$ cat config.mk
export PLATFORM = sky130hd
export DESIGN_NAME = bit_order_serializer
export DESIGN_NICKNAME = d
export VERILOG_FILES = /design/src/rtl/bitser_pkg.sv /design/src/rtl/bit_reverse.sv /design/src/rtl/bit_order_serializer.sv
export SDC_FILE = /design/constraint.sdc
export NUM_CORES = 1
export LEC_CHECK = 0
export CORE_MARGIN = 4
export CORE_UTILIZATION = 63
export CTS_CLUSTER_SIZE = 24
export DETAILED_ROUTE_END_ITERATION = 10
export HOLD_SLACK_MARGIN = 0.15
export PLACE_DENSITY = 0.86
export RECOVER_POWER = 100
export SYNTH_ARGS = -nofsm -noshare
export SYNTH_HDL_FRONTEND = slang
export SYNTH_HIERARCHICAL = 1
export SYNTH_SLANG_ARGS = --single-unit
export TNS_END_PERCENT = 30
$ cat constraint.sdc
create_clock -name clock -period 5.9 [get_ports clock]
set_input_delay 0.59 -clock clock [delete_from_list [all_inputs] [get_ports clock]]
set_output_delay 0.59 -clock clock [all_outputs]
set_load 0.03 [all_outputs]
$ cat src/rtl/bitser_pkg.sv
// rtl/bitser_pkg.sv - shared types and constants for the bit-order serializer
//
// Purpose: FSM state encoding and the default parallel word width used by
//          bit_order_serializer and its bench.
// Ports:   none (package).

package bitser_pkg;

  typedef enum logic {
    IDLE  = 1'b0,  // shifter empty
    SHIFT = 1'b1   // shifter holds a word with bits still to send
  } state_t;

  localparam int DEFAULT_WIDTH = 64;

endpackage

$ cat src/rtl/bit_reverse.sv
// rtl/bit_reverse.sv - combinational bit-order reversal of a parallel word
//
// Purpose: o_data[i] = i_data[WIDTH-1-i]; no state.
// Ports:   i_data  input  WIDTH  word to reverse
//          o_data  output WIDTH  reversed word

module bit_reverse #(
  parameter int WIDTH = 64
) (
  input  logic [WIDTH-1:0] i_data,
  output logic [WIDTH-1:0] o_data
);

  for (genvar g = 0; g < WIDTH; g++) begin : g_rev
    assign o_data[g] = i_data[WIDTH-1-g];
  end

endmodule

$ cat src/rtl/bit_order_serializer.sv
// rtl/bit_order_serializer.sv - parallel-to-serial shifter with selectable bit order
//
// Purpose: accepts a WIDTH-bit word plus bit order and length on a
//          valid/ready load port and emits it one bit per handshake on a
//          valid/ready serial port. A one-entry holding register lets the
//          next word follow the last bit of the current one with no gap.
// Ports:   clock       input  1      rising-edge clock
//          reset       input  1      synchronous active-high reset
//          load_valid  input  1      upstream offers a word
//          load_ready  output 1      word can be accepted (holding register free)
//          data        input  WIDTH  parallel word
//          lsb_first   input  1      1: data[0] first, 0: data[WIDTH-1] first
//          len         input  LW     bits to send; 0 or >WIDTH means WIDTH
//          bit_out     output 1      serial bit
//          bit_valid   output 1      bit_out valid
//          bit_ready   input  1      downstream takes bit_out
//          done        output 1      last bit of a word transfers this cycle
//          busy        output 1      shifter or holding register occupied

module bit_order_serializer
  import bitser_pkg::*;
#(
  parameter int WIDTH = DEFAULT_WIDTH,
  parameter int LW    = $clog2(WIDTH) + 1
) (
  input  logic             clock,
  input  logic             reset,
  input  logic             load_valid,
  output logic             load_ready,
  input  logic [WIDTH-1:0] data,
  input  logic             lsb_first,
  input  logic [LW-1:0]    len,
  output logic             bit_out,
  output logic             bit_valid,
  input  logic             bit_ready,
  output logic             done,
  output logic             busy
);

  localparam logic [LW-1:0] FULL_LEN = LW'(WIDTH);
  localparam logic [LW-1:0] ONE      = LW'(1);

  state_t           r_state;
  state_t           w_state_next;
  logic [WIDTH-1:0] r_shift;
  logic [WIDTH-1:0] r_hold;
  logic [LW-1:0]    r_cnt;
  logic [LW-1:0]    r_hold_cnt;
  logic             r_hold_full;

  logic [WIDTH-1:0] w_rev;
  logic [WIDTH-1:0] w_word;
  logic [LW-1:0]    w_len;
  logic             w_load_hs;
  logic             w_bit_hs;
  logic             w_last;

  // Words are normalised to LSB-first at load so the shifter only ever
  // emits bit 0 and shifts right.
  bit_reverse #(.WIDTH(WIDTH)) u_bit_reverse (
    .i_data(data),
    .o_data(w_rev)
  );

  assign w_word = lsb_first ? data : w_rev;
  assign w_len  = ((len == '0) || (len > FULL_LEN)) ? FULL_LEN : len;

  always_comb begin
    load_ready   = !r_hold_full;
    bit_valid    = (r_state == SHIFT);
    bit_out      = bit_valid & r_shift[0];
    w_load_hs    = load_valid && load_ready;
    w_bit_hs     = bit_valid && bit_ready;
    w_last       = w_bit_hs && (r_cnt == ONE);
    // A word cut short by reset never reports completion.
    done         = w_last && !reset;
    busy         = bit_valid || r_hold_full;
    w_state_next = r_state;
    case (r_state)
      IDLE:    if (w_load_hs) w_state_next = SHIFT;
      SHIFT:   if (w_last && !r_hold_full && !w_load_hs) w_state_next = IDLE;
      default: w_state_next = IDLE;
    endcase
  end

  always_ff @(posedge clock) begin
    if (reset) begin
      r_state <= IDLE;
    end else begin
      r_state <= w_state_next;
    end
  end

  always_ff @(posedge clock) begin
    if (reset) begin
      r_shift     <= '0;
      r_hold      <= '0;
      r_cnt       <= '0;
      r_hold_cnt  <= '0;
      r_hold_full <= 1'b0;
    end else if (r_state == IDLE) begin
      // Holding register is always empty in IDLE, so a new word goes
      // straight into the shifter.
      if (w_load_hs) begin
        r_shift <= w_word;
        r_cnt   <= w_len;
      end
    end else if (w_last) begin
      // Refill from hold first; a direct load is only possible when hold
      // is empty because load_ready is low while it is full.
      if (r_hold_full) begin
        r_shift     <= r_hold;
        r_cnt       <= r_hold_cnt;
        r_hold_full <= 1'b0;
      end else if (w_load_hs) begin
        r_shift <= w_word;
        r_cnt   <= w_len;
      end else begin
        r_shift <= r_shift >> 1;
        r_cnt   <= '0;
      end
    end else begin
      if (w_bit_hs) begin
        r_shift <= r_shift >> 1;
        r_cnt   <= r_cnt - ONE;
      end
      if (w_load_hs) begin
        r_hold      <= w_word;
        r_hold_cnt  <= w_len;
        r_hold_full <= 1'b1;
      end
    end
  end

endmodule

# After elaboration in Yosys (flattened, before gate mapping)
# Cells that the tools add are included.
[classes]
n_mux = 19
n_reduce_logical = 17
add_sub_neg = 1
bitwise_logic = 3
eq_ne = 2
order_cmp = 1
[op_table]
columns = ["op", "n"]
rows = [
  ["$mux 64", 7],
  ["$mux 7", 7],
  ["$eq 7x1->1 const B", 1],
  ["$gt 7x7->1 const B", 1],
  ["$logic_not 7->1", 1],
  ["$sub 7x1->7 const B", 1],
  ["$logic_and 1x1->1", 6],
  ["$mux 1", 4],
  ["$reduce_and 2->1", 2],
  ["$reduce_bool 2->1", 2],
  ["$logic_not 1->1", 3],
  ["$ne 3x1->1 const B", 1],
  ["$reduce_and 3->1", 1],
  ["$logic_or 1x1->1", 2],
  ["$not 1->1", 2],
  ["$pmux 1 s2", 1],
  ["$and 1x1->1", 1],
]
[word_totals]
register_bits = 144
word_cells = 49
out_inout_bits = 5

# Longest topological paths before layout
# Gate-level depths: netlist (run 1).
[depth]
depth_word = 7
ltp_mapped = 8
ltp_nobuf = 6

# By module
# The synthesis (run 1) kept the hierarchy.
[modules_own_cells]
columns = ["mod", "n_inst", "seq_area_each_um2", "area_each_um2", "cells_per_inst"]
rows = [
  ["bit_order_serializer", 1, 2882.8, 8722.1, 1003],
  ["bit_reverse", 1, 0.0, 480.5, 64],
]

# Worst setup path before layout (run 1)
# Ideal clock, no wire load.
[synth_timing]
path_type = "register to output"
from = "reg r_state (netlist: bit_valid)"
to = "out done"
t_required_ps = 5310
stages_incl_launch_ff = 6
arrival_time_ps = 1751
setup_slack_ps = 3559
cell_sequence = "dfxtp_1 buf_2 and4b_1 clkbuf_1 nand2_1 nor2_1"
[synth_between]
elab_chain_len = 3
[synth_lines]
columns = ["element", "line_no", "rtl"]
rows = [
  ["start, declared", "bit_order_serializer.sv:43", "state_t r_state;"],
  ["start signal, assigned", "bit_order_serializer.sv:90", "r_state <= w_state_next;"],
  ["$logic_and 1x1->1", "bit_order_serializer.sv:73", "w_bit_hs = bit_valid && bit_ready;"],
  ["$logic_and 1x1->1", "bit_order_serializer.sv:74", "w_last = w_bit_hs && (r_cnt == ONE);"],
  ["$logic_and 1x1->1", "bit_order_serializer.sv:76", "done = w_last && !reset;"],
  ["end, declared", "bit_order_serializer.sv:36", "output logic done,"],
]
# No other way between the ends.

==> metrics.md, run 1 <==
| Metric | Value |
|---|---|
| Status | `complete, but fails checks` |
| Failing checks | `max-capacitance violations, max-slew violations` |
| Setup crit end kind | `flop` |
| Post-synth top flop | `dfxtp_1` |
| Max-Cap Viols | `2` |
| Final instance area | `9720 um^2` |
| Antenna violations before repair | `0` |
| Antenna Nets Post-Route | `0` |
| Sink Count | `144` |
| Avg Vias per Cell | `6.84` |
| Setup TNS | `0 ns` |
| P per Cell Area | `300 nW/um^2` |
| PortBufs | `80` |
| Final GP Congestion | `0.914` |
| Post-route minimum period | `4.46 ns` |
| Vias in the first global route | `8032` |
| Skew final | `0.00569 ns` |
| Total Nets Final | `1084` |
| Critical Path AT | `4.60 ns` |
| Global-route usage over all layers | `0.294` |
| M2 GR Usage | `0.477` |
| Detailed-route DRC error count | `0` |
| Slew Limit Headroom | `-1.36` |
| Static Leak | `3.28 nW` |
| H-tree level count | `4` |
| Root Driver | `clkbuf_16` |
| Area growth from synthesis to layout | `5.60%` |
| Switching share of power | `0.287` |
| Critical path class | `primary input to flop` |
| Die area | `16600 um^2` |
| Die height | `129 um` |
| Clk Latency, worst-skew pair | `0.42 ns` |
| Row count | `43` |
| Yosys cell types | `58` |
| Total grt overflow | `0` |
| Post-synth top area cell | `dfxtp_1` |
| Initial Util | `0.653` |
| Busiest layer in global routing | `met2` |
| FMAX | `224 MHz` |
| 1st-iter DRT viols | `1174` |
| Final wirelength | `24400 um` |
| Clk slew on worst S/H paths | `0.06 ns` |
| Die W | `129 um` |
| EDFF count, synth | `0` |
| Crit Path Max Fanout | `79` |
| Setup bufs post-CTS | `0` |
| Net Switching | `0.000839 W` |
| Final slew viol count | `181` |
| Post-synth top area share | `0.313` |
| 1st-pass router iterations | `5` |
| Syn avg cell area | `8.62 um^2` |
| Seq/Total Area, Yosys | `0.313` |
| Grt met1 use | `0.381` |
| Comb pwr share | `0.216` |
| Syn nets | `1145` |
| Clock Power Share | `0.392` |
| Clock Tree Buf Depth | `2` |
| First-pass GRT wire length | `40000 um` |
| Layout cells sized above 1 | `0.149` |
| Hpwl dp | `14200 um` |
| Data required time at the worst endpoint | `6.04 ns` |
| CP startpoint kind | `primary input` |
| Vias post-DR | `8185` |
| Diode count | `0` |
| Top cells by count, synth | `198 x nor2_1, 144 x dfxtp_1, 77 x nand2_1` |
| Largest net degree at the start of global routing | `113` |
| RSZ-0062 raised after global routing | `no` |
| Cell area after synthesis | `9200 um^2` |
| Yosys reg bits | `144` |
| Core box area | `14100 um^2` |
| Ys async rst share | `0` |
| Yosys warning count | `6` |
| Io pins | `81` |
| Cell count after synthesis | `1067` |
| Cts hold-fix bufs | `0` |
| Post_cts resized | `0` |
| DP Area | `9330 um^2` |
| Max VDD drop | `235 uV` |
| Fin. Hold Viols | `0` |
| Power share of the sequential group | `0.392` |
| Min-delay worst type | `flop to flop` |
| CTS tree | `yes` |
| Synth top area cells | `dfxtp_1 31%, nor2_1 8.1%, mux2_2 7.7%, a221o_1 7.0%, buf_4 6.0%` |
| Wirelength per Cell | `20.4 um` |
| Worst-Margin Slew | `3.54 ns` |
| Final setup fails | `0` |
| Most numerous cell in the Yosys netlist | `nor2_1` |
| Cts bufs inserted | `17` |
| Final Total Pwr | `0.00292 W` |
| Power Internal | `0.00208 W` |
| Final period util | `0.756` |
| Met3 Use GR | `0.0598` |
critical path, stage by stage:
cell	delay, ns
buf_4	0.12
buf_4	0.72
clkbuf_1	2.55
nor2_1	0.19
o21ai_0	0.21
o32ai_1	0.10
metal layers:
| layer | share of wire | routed length [um] |
|---|---|---|
| met2 | 0.48 | 11800 |
| met5 | 0 | 0 |
| met3 | 0.074 | 1810 |
| met1 | 0.42 | 10300 |
| met4 | 0.024 | 588 |
power groups by stage:
| stage | clock, W | combinational [W] | sequential (W) |
|---|---|---|---|
| after detailed placement | 0 | 0.000645 | 0.00116 |
| after global placement | 0 | 0.000628 | 0.00115 |
| after global routing | 0.00119 | 0.000690 | 0.00115 |
| final | 0.00115 | 0.000631 | 0.00114 |
| after floorplan | 0 | 0.000532 | 0.00113 |
| after CTS | 0.00114 | 0.000651 | 0.00114 |
sequential cells by signal, indices dropped and copies added, names as in the netlist:
name         count
r_hold          64
r_shift         64
bit_valid        1
r_hold_cnt       7
r_cnt            7
r_hold_full      1
layout make-up:
cell class	instances	area, um^2
clock buffer	24	482
fill	1130	4380
timing repair buffer	93	880
multi-input combinational	744	5100
clock inverter	6	130
tap	180	225
sequential	144	2880
inverter	6	22.5
worst paths after layout:
kind	start	end	slack (ns)	cells after the start
hold reg to reg	r_hold_cnt[3]	r_hold_cnt[3]	0.45	2
setup reg to reg	r_hold_full	r_shift[29]	1.66	5
setup / recovery	reset	r_cnt[2]	1.44	6
hold / removal	r_hold_cnt[3]	r_hold_cnt[3]	0.45	2
through the flow:
stage	utilization	setup slack (ns)	hold WS [ns]	instances
2_1_floorplan	-	3.56	0.429	1067
3_3_place_gp	0.662	2.55	0.438	1167
3_5_place_dp	0.662	2.44	0.449	1167
4_1_cts	0.705	2.46	0.457	1197
5_1_grt	0.689	1.20	0.474	1197
6_report	0.689	1.44	0.454	1197
kinds of logic (layout without fill, tap and decap cells):
kind of cell             count (synthesis)  after routing  synth area share
AND/OR/NAND/NOR                        432            432             0.230
AO/OA/AOI/OAI                          244            244             0.258
buffers and inverters                  179            129             0.116
flip-flops                             144            144             0.313
multiplexers                            64             64            0.0782
adder cells (fa/ha/maj)                  2              2           0.00272
XOR/XNOR                                 2              2           0.00190
cells in the final DEF (no fill, tap or decap), types with 5 or more instances in the layout:
master,instances
nor2_1,198
dfxtp_1,144
nand2_1,76
clkdlybuf4s50_1,73
a221o_1,64
nor3b_1,64
mux2_2,63
a221oi_1,62
nor3_1,59
a211oi_1,39
a211oi_2,28
a21oi_1,17
clkbuf_16,17
buf_4,12
o21ai_0,10
nand3b_1,7
nor3_2,7
inv_1,5
clkbuf_1,5
Note: power is estimated with default switching activity, not from simulation.
==> run 2: changes to the inputs <==
CORE_UTILIZATION = 59   (was 63)
PLACE_DENSITY = 0.81   (was 0.86)
clock period = 4.4 ns   (was 5.9 ns; I/O delays follow)
==> metrics.md, run 2 (synthesis gave the netlist of run 1 again) <==
| Metric | Value |
|---|---|
| Final Core Density | `0.646` |
| Die W | `133 um` |
| Setup TNS | `0 ns` |
| Sink Count | `144` |
| Data required time at the worst endpoint | `4.72 ns` |
| Final period util | `0.831` |
| Hpwl dp | `13600 um` |
| Global-route usage over all layers | `0.263` |
| Status | `complete, but fails checks` |
| Final GP Congestion | `0.830` |
| Vias post-DR | `8063` |
| Crit path depth | `5` |
| Top flop regs | `r_hold (64), r_shift (64)` |
| Worst path slowest cell | `dfxtp_1` |
| Worst-Margin Slew | `1.91 ns` |
| P per Cell Area | `395 nW/um^2` |
| Critical Path AT | `3.98 ns` |
| RSZ-0062 raised after global routing | `no` |
| CP startpoint kind | `flop` |
| Core box area | `15300 um^2` |
| Crit path max-delay family | `flip-flops` |
| Post_cts resized | `0` |
| Area growth from synthesis to layout | `7.03%` |
| Static Leak | `3.32 nW` |
| Die height | `133 um` |
| Leading cell types in the layout, fill and taps excluded | `198 x nor2_1, 144 x dfxtp_1, 77 x nand2_1, 73 x clkdlybuf4s50_1` |
| Setup bufs post-CTS | `0` |
| CP cell instances | `nor2b_4, o211ai_1, buf_4, nor2_1, nor3_1` |
| 1st-pass router iterations | `6` |
| Die area | `17700 um^2` |
| Io pins | `81` |
| Footprint of the multi-input gates | `5130 um^2` |
| Skew final | `0.00659 ns` |
| Final slew viol count | `121` |
| Min-delay worst type | `flop to flop` |
| Cells on worst reg2reg path | `5` |
| Cts bufs inserted | `17` |
| Max VDD drop | `290 uV` |
| Diode count | `0` |
| Critical path buffers and inverters | `1` |
| Layout fillers | `1252` |
| Setup crit end kind | `flop` |
| R2R setup slack | `0.74 ns` |
| Slew Limit Headroom | `-0.278` |
| Clock Tree Buf Depth | `2` |
| Fin. Hold Viols | `0` |
| 1st-iter DRT viols | `923` |
| Clk Latency, worst-skew pair | `0.43 ns` |
| Clk slew on worst S/H paths | `0.06 ns` |
| Post-route minimum period | `3.66 ns` |
| FMAX | `274 MHz` |
| Wirelength per Cell | `19.3 um` |
| Largest net degree at the start of global routing | `103` |
| Total Nets Final | `1086` |
| R2R Path Start | `r_hold_full` |
| Critical path class | `flop to flop` |
| Row count | `45` |
| Initial Util | `0.603` |
| Max-Cap Viols | `2` |
| CTS tree | `yes` |
| Detailed-route DRC error count | `0` |
| CP peak stage delay | `1.60 ns` |
| Hold path start | `r_hold_cnt[0]` |
| Worst setup path end | `r_hold[9]` |
| Total grt overflow | `0` |
| Final wirelength | `23700 um` |
| Final Total Pwr | `0.00389 W` |
| Final setup fails | `0` |
| FF-to-FF End | `r_hold[9]` |
| Vias in the first global route | `7734` |
| Antenna Nets Post-Route | `0` |
| Critical Path Start | `r_hold_full` |
| Antenna violations before repair | `0` |
| Root Driver | `clkbuf_16` |
| First-pass GRT wire length | `38600 um` |
| Avg Vias per Cell | `6.54` |
| Sequential cell area | `2880 um^2` |
| Cts hold-fix bufs | `0` |
| Failing checks | `max-capacitance violations, max-slew violations` |
| Crit Path Max Fanout | `63` |
| Commonest non-fill, non-tap cell in the layout | `nor2_1` |
| H-tree level count | `4` |
| Layout cells sized above 1 | `0.163` |
| PortBufs | `80` |
-- run 2: layout make-up --
| cell class | count | area share |
|---|---|---|
| multi-input combinational | 744 | 0.521 |
| sequential | 144 | 0.293 |
| timing repair buffer | 95 | 0.0935 |
| clock buffer | 22 | 0.0502 |
| tap | 211 | 0.0268 |
| clock inverter | 10 | 0.0133 |
| inverter | 6 | 0.00229 |
-- run 2: report_power, final --
group / switching, W / leakage, nW / internal, W
clock: 0.000552 / 0.312 / 0.000962
combinational: 0.000469 / 1.83 / 0.000381
sequential: 0.000103 / 1.19 / 0.00143
total: 0.00112 / 3.32 / 0.00277
-- run 2: worst min-delay path by stage --
stage | to | slack, ns | cells after the start
detailed placement | r_hold_cnt[0] | 0.45 | 2
global route | r_hold_cnt[0] | 0.48 | 2
CTS | r_hold_cnt[0] | 0.45 | 2
finish | r_hold_cnt[0] | 0.45 | 2
global placement | r_hold_cnt[0] | 0.44 | 2
floorplan | r_hold_cnt[1] | 0.43 | 2
-- run 2: per-stage QoR --
step / worst slack, ns / instance area, um^2 / hold slack (ns) / instances
after floorplan: 2.21 / 9200 / 0.429 / 1067
after global placement: 1.40 / 9400 / 0.439 / 1200
after detailed placement: 1.34 / 9400 / 0.446 / 1200
after CTS: 1.13 / 10000 / 0.454 / 1232
after global routing: 0.578 / 9850 / 0.479 / 1232
final: 0.744 / 9850 / 0.450 / 1232
-- run 2: per-layer routing --
metal	track usage	wire, um	vias up
li1	-	-	3768
met1	0.344	10400	3960
met2	0.434	11400	300
met3	0.0532	1480	35
met4	0.0843	410	0
met5	0	0	-
-- run 2: worst reg2reg max path: cells and delay by family, from the launching register on --
family          cells  cell delay (ns)
simple gates        3             0.78
compound gates      1             0.45
buf+inv             1             0.73
flops               1             1.60
==> run 3: changes to the inputs <==
clock period = 3.7 ns   (was 4.4 ns; I/O delays follow)
==> metrics.md, run 3 (synthesis gave the netlist of run 1 again) <==
| Metric | Value |
|---|---|
| Setup bufs post-CTS | `0` |
| PortBufs | `80` |
| Wirelength per Cell | `19.2 um` |
| Final slew viol count | `0` |
| Layout cells sized above 1 | `0.155` |
| Commonest non-fill, non-tap cell in the layout | `nor2_1` |
| Slew Limit Headroom | `0.0189` |
| Core box area | `15300 um^2` |
| Diode count | `0` |
| Total Nets Final | `1091` |
| Antenna violations before repair | `0` |
| Detailed-route DRC error count | `0` |
| Critical Path AT | `3.34 ns` |
| Switching share of power | `0.302` |
| Critical path buffers and inverters | `2` |
| Data required time at the worst endpoint | `4.05 ns` |
| Clock Power Share | `0.354` |
| Cts hold-fix bufs | `0` |
| Worst path slowest cell | `clkbuf_2` |
| Power Internal | `0.00305 W` |
| Die height | `133 um` |
| Final GP Congestion | `0.924` |
| Final wirelength | `23700 um` |
| H-tree level count | `4` |
| Status | `finished, final reports clean` |
| Root Driver | `clkbuf_16` |
| Min-delay worst type | `primary input to flop` |
| Layout fillers | `1272` |
| Top flop regs | `r_hold (64), r_shift (64)` |
| Comb pwr share | `0.230` |
| Worst-Margin Slew | `1.47 ns` |
| Net Switching | `0.00132 W` |
| P per Cell Area | `448 nW/um^2` |
| Io pins | `81` |
| Vias post-DR | `8089` |
| Avg Vias per Cell | `6.54` |
| FMAX | `335 MHz` |
| Sink Count | `144` |
| 1st-pass router iterations | `5` |
| Max VDD drop | `366 uV` |
| Clock Tree Buf Depth | `2` |
| Initial Util | `0.603` |
| Crit path max-delay family | `buffers and inverters` |
| RSZ-0062 raised after global routing | `no` |
| Die area | `17700 um^2` |
| Antenna Nets Post-Route | `0` |
| Area growth from synthesis to layout | `6.06%` |
| Final setup fails | `0` |
| Sequential cell area | `2890 um^2` |
| Setup crit end kind | `flop` |
| CP startpoint kind | `flop` |
| Final Core Density | `0.640` |
| Max-Cap Viols | `0` |
| Vias in the first global route | `7678` |
| CP peak stage delay | `1.06 ns` |
| Global-route usage over all layers | `0.261` |
| Footprint of the multi-input gates | `5090 um^2` |
| Post_cts resized | `0` |
| Largest net degree at the start of global routing | `103` |
| Final period util | `0.807` |
| 1st-iter DRT viols | `912` |
| CP cell instances | `nor2b_4, buf_4, a21boi_0, clkbuf_2, a221oi_1, a211oi_2` |
| Skew final | `0.00835 ns` |
| Die W | `133 um` |
| Leading cell types in the layout, fill and taps excluded | `198 x nor2_1, 143 x dfxtp_1, 76 x nand2_1, 72 x clkdlybuf4s50_1` |
| CTS tree | `yes` |
| First-pass GRT wire length | `38500 um` |
| Post-route minimum period | `2.98 ns` |
| Critical path class | `flop to flop` |
| Clk Latency, worst-skew pair | `0.43 ns` |
| Fin. Hold Viols | `0` |
| Clk slew on worst S/H paths | `0.06 ns` |
| DP Area | `9480 um^2` |
| Power share of the sequential group | `0.416` |
| Setup TNS | `0 ns` |
| Hpwl dp | `13600 um` |
| Crit Path Max Fanout | `53` |
| Total grt overflow | `0` |
| Static Leak | `3.29 nW` |
| Row count | `45` |
| Cts bufs inserted | `17` |
| Final instance area | `9760 um^2` |
run 3: cell types whose count changed in the layout (fill, tap and decap cells not counted), moves of 3 or more:
cell and delta:
bufinv_16 -3, a211oi_1 +11, a221oi_1 -3, clkbuf_1 +5, a211oi_2 -10, a221oi_2 +3
run 3: path summary, 6_finish.rpt:
check | startpoint | end | slack (ns) | cells after the start
worst max-delay path | r_hold_full | r_shift[55] | 0.72 | 6
worst min-delay path | reset | r_hold_full | 0.41 | 2
worst max register to register | r_hold_full | r_shift[55] | 0.72 | 6
worst min register to register | r_hold_cnt[0] | r_hold_cnt[0] | 0.45 | 2
run 3: stage by stage:
| step | worst slack [ns] | instances | power (W) | hold WS (ns) |
|---|---|---|---|---|
| after detailed placement | 0.927 | 1205 | 0.00288 | 0.446 |
| after global routing | 0.476 | 1237 | 0.00456 | 0.437 |
| after global placement | 0.936 | 1205 | 0.00286 | 0.440 |
| after floorplan | 1.58 | 1067 | 0.00265 | 0.429 |
| final | 0.716 | 1237 | 0.00437 | 0.414 |
| after CTS | 0.719 | 1237 | 0.00443 | 0.425 |
run 3: layout make-up:
cell class | instances | area share
multi-input combinational | 744 | 0.521
sequential | 144 | 0.296
timing repair buffer | 100 | 0.100
clock buffer | 25 | 0.0497
tap | 211 | 0.0270
clock inverter | 7 | 0.00359
inverter | 6 | 0.00231
run 3: power groups by stage:
stage          clock network (W)  registers (W)  logic (W)
2_1_floorplan                  0        0.00180   0.000849
3_3_place_gp                   0        0.00184    0.00102
3_5_place_dp                   0        0.00184    0.00104
4_1_cts                  0.00157        0.00181    0.00105
5_1_grt                  0.00163        0.00183    0.00110
6_report                 0.00155        0.00182    0.00100
run 3: metal layers:
| layer | vias to the layer above | wire, um | track usage |
|---|---|---|---|
| met5 | - | 0 | 0 |
| met4 | 0 | 355 | 0.0774 |
| met3 | 41 | 1660 | 0.0532 |
| met2 | 341 | 11400 | 0.429 |
| met1 | 3929 | 10300 | 0.345 |
| li1 | 3778 | - | - |
